### src/rtl/fetch_pkg.sv
// fetch_pkg: shared types and defaults for the instruction fetch sequencer
package fetch_pkg;
  localparam int PC_W = 4;
  localparam int INSTR_W = 4;
  localparam int DEPTH = 2;
  localparam logic [INSTR_W-1:0] HALT_CODE = 4'b1111;
  typedef enum logic [1:0] {IDLE, FETCH, DRAIN, HALTED} state_t;
  typedef struct packed {
    logic [PC_W-1:0] pc;
    logic [INSTR_W-1:0] instr;
  } entry_t;
endpackage

### src/rtl/fetch_buf.sv
// fetch_buf: small synchronous FIFO of fetched {pc, instr} entries; flush beats push/pop
module fetch_buf
  import fetch_pkg::*;
#(
  parameter int DEPTH = 2,
  parameter int CW = $clog2(DEPTH + 1)
) (
  input  logic          clk,
  input  logic          reset,
  input  logic          push,
  input  logic          pop,
  input  logic          flush,
  input  entry_t        din,
  output logic [CW-1:0] count,
  output entry_t        head
);
  localparam int AW = DEPTH > 1 ? $clog2(DEPTH) : 1;
  entry_t mem [DEPTH];
  logic [AW-1:0] rd, wr;
  function automatic logic [AW-1:0] nxt(input logic [AW-1:0] p);
    return (p == AW'(DEPTH - 1)) ? '0 : p + 1'b1;
  endfunction
  always_ff @(posedge clk) begin
    if (reset) begin
      rd <= '0;
      wr <= '0;
      count <= '0;
      for (int i = 0; i < DEPTH; i++) mem[i] <= '0;
    end else if (flush) begin
      rd <= '0;
      wr <= '0;
      count <= '0;
    end else begin
      if (push) begin
        mem[wr] <= din;
        wr <= nxt(wr);
      end
      if (pop) rd <= nxt(rd);
      count <= count + CW'(push) - CW'(pop);
    end
  end
  assign head = mem[rd];
endmodule

### src/rtl/inst_fetch_ctrl.sv
// inst_fetch_ctrl: PC sequencer feeding a 2-entry instruction buffer with redirect and halt
module inst_fetch_ctrl
  import fetch_pkg::*;
#(
  parameter int PC_W = fetch_pkg::PC_W,
  parameter int INSTR_W = fetch_pkg::INSTR_W,
  parameter int DEPTH = fetch_pkg::DEPTH,
  parameter logic [INSTR_W-1:0] HALT_CODE = fetch_pkg::HALT_CODE
) (
  input  logic               clk,
  input  logic               reset,
  input  logic               start,
  input  logic [PC_W-1:0]    start_pc,
  input  logic               redirect_valid,
  input  logic [PC_W-1:0]    redirect_pc,
  output logic [PC_W-1:0]    imem_pc,
  input  logic [INSTR_W-1:0] imem_instr,
  output logic               out_valid,
  output logic [INSTR_W-1:0] out_instr,
  output logic [PC_W-1:0]    out_pc,
  input  logic               out_ready,
  output logic               busy,
  output logic               halted,
  output logic [7:0]         fetch_count
);
  localparam int CW = $clog2(DEPTH + 1);
  state_t state, state_n;
  logic [PC_W-1:0] pc, pc_n;
  logic [7:0] fc;
  logic [CW-1:0] count;
  entry_t head;
  logic live, redir, go, pop, push;
  assign live = state == FETCH || state == DRAIN;
  assign redir = redirect_valid && live;
  assign go = start && !live;
  assign out_valid = count != '0;
  assign pop = out_valid && out_ready && !redir;
  assign push = state == FETCH && !redir && (count < CW'(DEPTH) || pop);
  always_comb begin
    state_n = state;
    pc_n = pc;
    if (go) begin
      state_n = FETCH;
      pc_n = start_pc;
    end else if (redir) begin
      state_n = FETCH;
      pc_n = redirect_pc;
    end else if (push) begin
      pc_n = pc + 1'b1;
      state_n = imem_instr == HALT_CODE ? DRAIN : FETCH;
    end else if (state == DRAIN && count == CW'(pop)) begin
      state_n = HALTED;
    end
  end
  always_ff @(posedge clk) begin
    if (reset) begin
      state <= IDLE;
      pc <= '0;
      fc <= '0;
    end else begin
      state <= state_n;
      pc <= pc_n;
      fc <= go ? '0 : (pop && fc != 8'hff) ? fc + 8'd1 : fc;
    end
  end
  fetch_buf #(.DEPTH(DEPTH)) u_buf (
    .clk(clk),
    .reset(reset),
    .push(push),
    .pop(pop),
    .flush(go || redir),
    .din('{pc: pc, instr: imem_instr}),
    .count(count),
    .head(head)
  );
  assign imem_pc = pc;
  assign out_instr = head.instr;
  assign out_pc = head.pc;
  assign busy = live;
  assign halted = state == HALTED;
  assign fetch_count = fc;
endmodule
### config.mk
export PLATFORM = sky130hd
export DESIGN_NAME = inst_fetch_ctrl
export DESIGN_NICKNAME = d
export VERILOG_FILES = /design/src/rtl/fetch_pkg.sv /design/src/rtl/fetch_buf.sv /design/src/rtl/inst_fetch_ctrl.sv
export SDC_FILE = /design/constraint.sdc
export NUM_CORES = 1
export LEC_CHECK = 0
export ABC_AREA = 1
export BUFFER_PORTS_ARGS = -buffer_cell sky130_fd_sc_hd__buf_2
export CORE_MARGIN = 3
export CORE_UTILIZATION = 44
export DETAILED_ROUTE_END_ITERATION = 7
export PLACE_DENSITY = 0.63
export SLEW_MARGIN = 20
export SYNTH_ARGS = -nofsm -noshare
export SYNTH_HDL_FRONTEND = slang
export SYNTH_SLANG_ARGS = --single-unit
### constraint.sdc
create_clock -name clk -period 3 [get_ports clk]
set_input_delay 0.6 -clock clk [delete_from_list [all_inputs] [get_ports clk]]
set_output_delay 0.6 -clock clk [all_outputs]
set_load 0.02 [all_outputs]
# [After elaboration in Yosys (flattened, before gate mapping)]
# Memories as Yosys holds them, arrays and structs flattened. A register that Yosys moved wholly into a read port is not among the register bits.
# Index checks and enable logic that the tools add are counted.
[totals] elab_cells=63 memories=1 regBits=18 ramBits=16 output_inout_bits=23 input_bits=17
[classes] n_reduce_logical=21 n_lt_le_gt_ge=1 n_eq_ne=6 add_sub_neg=6 mux=21
[memory_table] memory="u_buf.mem" words=2 word_bits=8 read_ports=1 rd_clocked_by_memory_dff=1 wr=2 line="fetch_buf.sv:18" rtl="entry_t mem [DEPTH];"
[op_table] op="$mux 1" n=14
[op_table] op="$mux 4" n=3
[op_table] op="$add 8x1->8 const B" n=1
[op_table] op="$logic_and 1x1->1" n=8
[op_table] op="$mux 8" n=1
[op_table] op="$ne 8x8->1 const B" n=1
[op_table] op="$reduce_or 8->1" n=1
[op_table] op="$mux 2" n=3
[op_table] op="$add 4x1->4 const B" n=1
[op_table] op="$eq 2x2->1 const B" n=2
[op_table] op="$eq 4x4->1 const B" n=1
[op_table] op="$reduce_bool 2->1" n=2
[op_table] op="$reduce_bool 4->1" n=1
[op_table] op="$reduce_or 2->1" n=2
[op_table] op="$logic_or 1x1->1" n=3
[op_table] op="$reduce_bool 3->1" n=1
[op_table] op="$reduce_or 3->1" n=1
[op_table] op="$add 1x1->1 const B" n=2
[op_table] op="$add 2x1->2" n=1
[op_table] op="$eq 2x1->1" n=1
[op_table] op="$eq 2x1->1 const B" n=1
[op_table] op="$logic_not 1->1" n=2
[op_table] op="$lt 2x2->1 const B" n=1
[op_table] op="$sub 2x1->2" n=1

# [Logic depth before layout (Yosys ltp)]
[depth] word_depth=13 ltp_mapped=11 mapped_depth_nobuf=11

# [Modules after synthesis]
# Synthesis repeated with hierarchy kept, for this count alone.
[hier_totals] cells_unflattened=232 hier_area_um2=1921.8
[by_module_without_submodules] module="inst_fetch_ctrl" n_inst=1 cells_each=151 area_each_um2=1007.2 seq_area_each_um2=280.3
[by_module_without_submodules] module="fetch_buf" n_inst=1 cells_each=81 area_each_um2=914.6 seq_area_each_um2=580.6

# [Worst setup path after synthesis]
# OpenSTA, ideal clock, no wires.
[synth_timing] kind="reg2reg" startpoint="reg state[0]" endpoint="reg u_buf.count[1]" required_time_ps=2930 setup_ps=70 n_path_buf=0 slack_ps=967 period_less_slack_ps=2033 arrival_ps=1963 stages_incl_launch_ff=12 cell_sequence="dfxtp_1 inv_1 ha_1 inv_2 nand2_4 nand3_4 inv_2 ha_1 inv_1 ha_1 or2_2 a21oi_1"
[synth_via] elab_chain_cells=9 elab_cells_between_ends=15 classes_between="add/sub: 2; eq/ne: 2; reduce/logical: 11"
[synth_lines] item="start: declaration" line="inst_fetch_ctrl.sv:27" rtl="state_t state, state_n;"
[synth_lines] item="start signal: assignment" line="inst_fetch_ctrl.sv:61" rtl="state <= state_n;"
[synth_lines] item="$eq 2x1->1 / $eq 2x2->1 (equally long branches)" line="inst_fetch_ctrl.sv:33" rtl="assign live = state == FETCH || state == DRAIN;"
[synth_lines] item="$logic_or 1x1->1 (*)" line="inst_fetch_ctrl.sv:33"
[synth_lines] item="via busy" line="inst_fetch_ctrl.sv:22" rtl="output logic busy,"
[synth_lines] item="$logic_and 1x1->1 (*)" line="inst_fetch_ctrl.sv:34" rtl="assign redir = redirect_valid && live;"
[synth_lines] item="$logic_not 1->1 (*)" line="inst_fetch_ctrl.sv:37" rtl="assign pop = out_valid && out_ready && !redir;"
[synth_lines] item="$logic_and 1x1->1 (*)" line="inst_fetch_ctrl.sv:37"
[synth_lines] item="via pop" line="inst_fetch_ctrl.sv:32" rtl="logic live, redir, go, pop, push;"
[synth_lines] item="$logic_or 1x1->1" line="inst_fetch_ctrl.sv:38" rtl="assign push = state == FETCH && !redir && (count < CW'(DEPTH) || pop);"
[synth_lines] item="$logic_and 1x1->1" line="inst_fetch_ctrl.sv:38"
[synth_lines] item="$add 2x1->2" line="fetch_buf.sv:39" rtl="count <= count + CW'(push) - CW'(pop);"
[synth_lines] item="$sub 2x1->2 (*)" line="fetch_buf.sv:39"
[synth_lines] item="end signal: assignment" line="fetch_buf.sv:39"
[synth_lines] item="end: declaration" line="fetch_buf.sv:14" rtl="output logic [CW-1:0] count,"
# The timed path passes the listed nets; every way through them passes the cells marked *.
# A chain may end at the register's enable or synchronous reset.

# [Worst setup path after layout]
[layout_timing] startpoint="reg state[0]" endpoint="reg u_buf.count[1]"
[layout_via] elab_chain_cells=9 elab_cells_between_ends=15 classes_between="add/sub: 2; eq/ne: 2; reduce/logical: 11"
[layout_lines] item="$eq 2x1->1 / $eq 2x2->1 (equally long branches)" line="inst_fetch_ctrl.sv:33"
[layout_lines] item="$logic_or 1x1->1 (*)" line="inst_fetch_ctrl.sv:33"
[layout_lines] item="$logic_and 1x1->1 (*)" line="inst_fetch_ctrl.sv:34"
[layout_lines] item="$logic_not 1->1 (*)" line="inst_fetch_ctrl.sv:37"
[layout_lines] item="$logic_and 1x1->1 (*)" line="inst_fetch_ctrl.sv:37"
[layout_lines] item="via pop" line="inst_fetch_ctrl.sv:32"
[layout_lines] item="$logic_or 1x1->1" line="inst_fetch_ctrl.sv:38"
[layout_lines] item="$logic_and 1x1->1" line="inst_fetch_ctrl.sv:38"
[layout_lines] item="$add 2x1->2" line="fetch_buf.sv:39"
[layout_lines] item="$sub 2x1->2 (*)" line="fetch_buf.sv:39"
# Marked as above.

==> impl_metrics.yaml <==
sta:
  fin_skew_ns: 0.00839
  final_max_slew_viol_count: 0
  fmax_mhz: 486
  setup_viol: 0
  slew_headroom_pct: 76.0
  fin_crit_ns: 2.06
  worst_slew_pin_slew_ns: 0.359
  fin_crit_sh_pct: 68.6
  hold_viol: 0
  grt_setup_unrepaired: "no"
  final.setup.tns_ns: 0
clock_network:
  cts.clk_slew.worst_paths_ns: 0.08
  h-tree-depth: 2
  numCtsBuffers: 5
  postCtsSetupBuffers: 0
  cts_tree: "built"
  ctsLongestPathBuffers: 2
  hold_buffers: 0
  clk-insertion-delay-late_ns: 0.29
  cts-root-buf: "clkbuf_8"
  clock-sinks: 35
  cts_resized: 0
finish:
  antenna_cells: 0
  regArea_um2: 861
  multi_input_area_um2: 903
  fillCellCount: 397
  drive_above_1_share_pct: 30.1
  syn_to_final_growth_pct: 19.5
  fin_nets: 299
  final_area_um2: 2260
global_route:
  antenna_found_initial: 0
  grt_max_degree: 14
  overflow: 0
  grt_pass1_vias: 1346
  grt_usage_pct: 15.0
  grt_pass1_wl_um: 5950
setup_path:
  endpoint_kind: "flop"
  cp_num_buf_inv: 4
  endpoint: "u_buf.count[1]$_SDFF_PP0_"
  critical-path-top-delay-family: "adder cells"
  path_common_cell: "ha_1"
  critical_path_class: "reg -> reg"
  crit_arrival_ns: 2.28
  worst-path-stages: 11
  rrSetupSlack_ns: 0.94
  r2r-start: "state[0]$_SDFFE_PP0P_"
  cpMaxStageDelayCell: "dfxtp_1"
  rr_worst_depth: 11
  start_kind: "flop"
  cp_max_fo: 8
  crit_chain: "inv_1 > ha_1 > inv_2 > nand2_4 > nand3_4 > inv_2 > ha_1 > inv_1 > ha_1 > or2_2 > a21oi_1"
  required_ns: 3.22
  critPathLaunch: "state[0]$_SDFFE_PP0P_"
  r2r-end: "u_buf.count[1]$_SDFF_PP0_"
  critical-path-max-stage-delay_ns: 0.36
power:
  p_sw_mw: 0.337
  power.density_nw_per_um2: 525
  clock_power_share_pct: 36.9
  vdd_drop_max_mv: 0.199
  p_comb_share_pct: 17.3
  p_int_mw: 0.849
  total_leakage_power_nw: 1.07
  pwr-share-seq_pct: 45.8
  p_sw_share_pct: 28.4
logic_synthesis:
  dominantRegCellSynth: "dfxtp_1"
  synth-seq-cells: 35
  netlist_instances: 230
  syn_area_um2: 1890
  syn-num-nets: 254
  yosysUniqueCellTypes: 26
  async_reset_ff_share_pct: 0
  syn_area_per_cell_um2: 8.21
  yosysWarnings: 0
  ys_seq_area_share_pct: 45.6
  synth_edf_count: 16
placement:
  hpwl_um: 2730
  gp_congestion: 0.767
  dpl_cell_area_um2: 2140
  io_buffers: 39
status:
  status: "finished, final reports clean"
detailed_routing:
  finalWirelength_um: 3620
  firstDrtPassIters: 4
  route.antenna.remaining_nets: 0
  drtIter0Drc: 110
  vias: 1525
  drc: 0
  wl_per_cell_um: 11.1
  via_per_inst: 4.68
run:
  cap_viol_max_count: 0
hold_path:
  hold_class: "reg -> reg"
floorplan:
  die_y_um: 71.5
  die_w_um: 71.5
  ioPinCount: 40
  core_um2: 4060
  die-area_um2: 5120
  start_util_pct: 46.6
  core.rowCount: 23
## tightest hold or removal path: stages (launching register included)
cell and delay [ns]:
dfxtp_1 0.31, nand2_1 0.08, a21oi_1 0.06
## routing by layer
layer / track usage, % / up-vias / routed length (um) / part of all wire (%)
met4: 6.89 / 0 / 62 / 1.7
li1: - / 823 / - / -
met2: 22.2 / 36 / 1530 / 42
met1: 20.5 / 660 / 1820 / 50
met5: 0 / - / 0 / 0
met3: 3.79 / 6 / 215 / 5.9
## Yosys cell counts, drive strengths merged (2+ instances only)
library cell,count,share of area (%)
a21oi,11,3.5
dfxtp,19,20
edfxtp,16,25
ha,7,4.6
inv,32,6.4
mux2,8,4.8
nand2,64,14
nand3,11,3.8
nand3b,2,0.79
nand4,4,1.3
nor2,41,9.3
o21ai,6,1.6
or2,4,1.3
xnor2,2,0.93
## cells in the final DEF, fill, tap and decap left out, drive strengths merged
cell type / n
nor2: 41
o211ai: 1
mux2: 8
bufinv: 1
buf: 39
xnor2: 2
clkinv: 1
nand2: 64
clkbuf: 5
nand4: 4
dfxtp: 19
a21oi: 11
inv: 33
nand3b: 2
nand3: 11
ha: 7
o21ai: 6
edfxtp: 16
or2: 4
a31oi: 1
## cells by family (layout without fill, tap and decap cells)
| group | Yosys count | count (layout) | share of synthesized area [%] |
|---|---|---|---|
| AO/OA/AOI/OAI | 19 | 19 | 6.56 |
| adder cells (fa/ha/maj) | 7 | 7 | 4.64 |
| flip-flops | 35 | 35 | 45.6 |
| buffers and inverters | 33 | 79 | 6.62 |
| multiplexers | 8 | 8 | 4.77 |
| XOR/XNOR | 2 | 2 | 0.927 |
| AND/OR/NAND/NOR | 126 | 126 | 30.9 |
## stage by stage
| step | instances | hold WS (ns) | utilization (%) | total power, mW | worst slack (ns) |
|---|---|---|---|---|---|
| CTS | 326 | 0.498 | 55.7 | 1.20 | 0.925 |
| global route | 326 | 0.527 | 55.7 | 1.25 | 0.773 |
| finish | 326 | 0.498 | 55.7 | 1.19 | 0.943 |
| detailed placement | 318 | 0.486 | 52.8 | 0.760 | 0.934 |
| global placement | 318 | 0.485 | 52.8 | 0.760 | 0.978 |
| floorplan | 230 | 0.459 | - | 0.699 | 0.967 |
## registers in the layout, indices dropped and copies added, names as in the netlist, named ones only
name,cells
u_buf.count,2
u_buf.mem,16
u_buf.wr,1
fetch_count,8
imem_pc,4
u_buf.rd,1
state,2
## power groups by stage
stage / logic [mW] / clock network, mW / registers (mW)
finish: 0.205 / 0.438 / 0.543
global placement: 0.206 / 0 / 0.554
global route: 0.231 / 0.470 / 0.546
detailed placement: 0.206 / 0 / 0.554
floorplan: 0.138 / 0 / 0.561
CTS: 0.207 / 0.447 / 0.543
## worst min path at each step
stage / start / to / slack [ns] / cells after the start
2_1_floorplan: u_buf.rd$_SDFFE_PP0P_ / flop / 0.46 / 2
3_3_place_gp: u_buf.rd$_SDFFE_PP0P_ / u_buf.rd$_SDFFE_PP0P_ / 0.49 / 2
3_5_place_dp: u_buf.rd$_SDFFE_PP0P_ / u_buf.rd$_SDFFE_PP0P_ / 0.49 / 2
4_1_cts: u_buf.rd$_SDFFE_PP0P_ / u_buf.rd$_SDFFE_PP0P_ / 0.50 / 2
5_1_grt: u_buf.wr$_SDFFE_PP0N_ / u_buf.wr$_SDFFE_PP0N_ / 0.53 / 2
6_report: u_buf.rd$_SDFFE_PP0P_ / u_buf.rd$_SDFFE_PP0P_ / 0.50 / 2
## cell type report
type / instances / area share (%)
clock inverter: 3 / 2.11
sequential: 35 / 38.1
tap: 50 / 2.77
timing repair buffer: 39 / 8.64
inverter: 32 / 5.32
multi-input combinational: 162 / 40.0
clock buffer: 5 / 3.05
(Power assumes the default switching activity.)
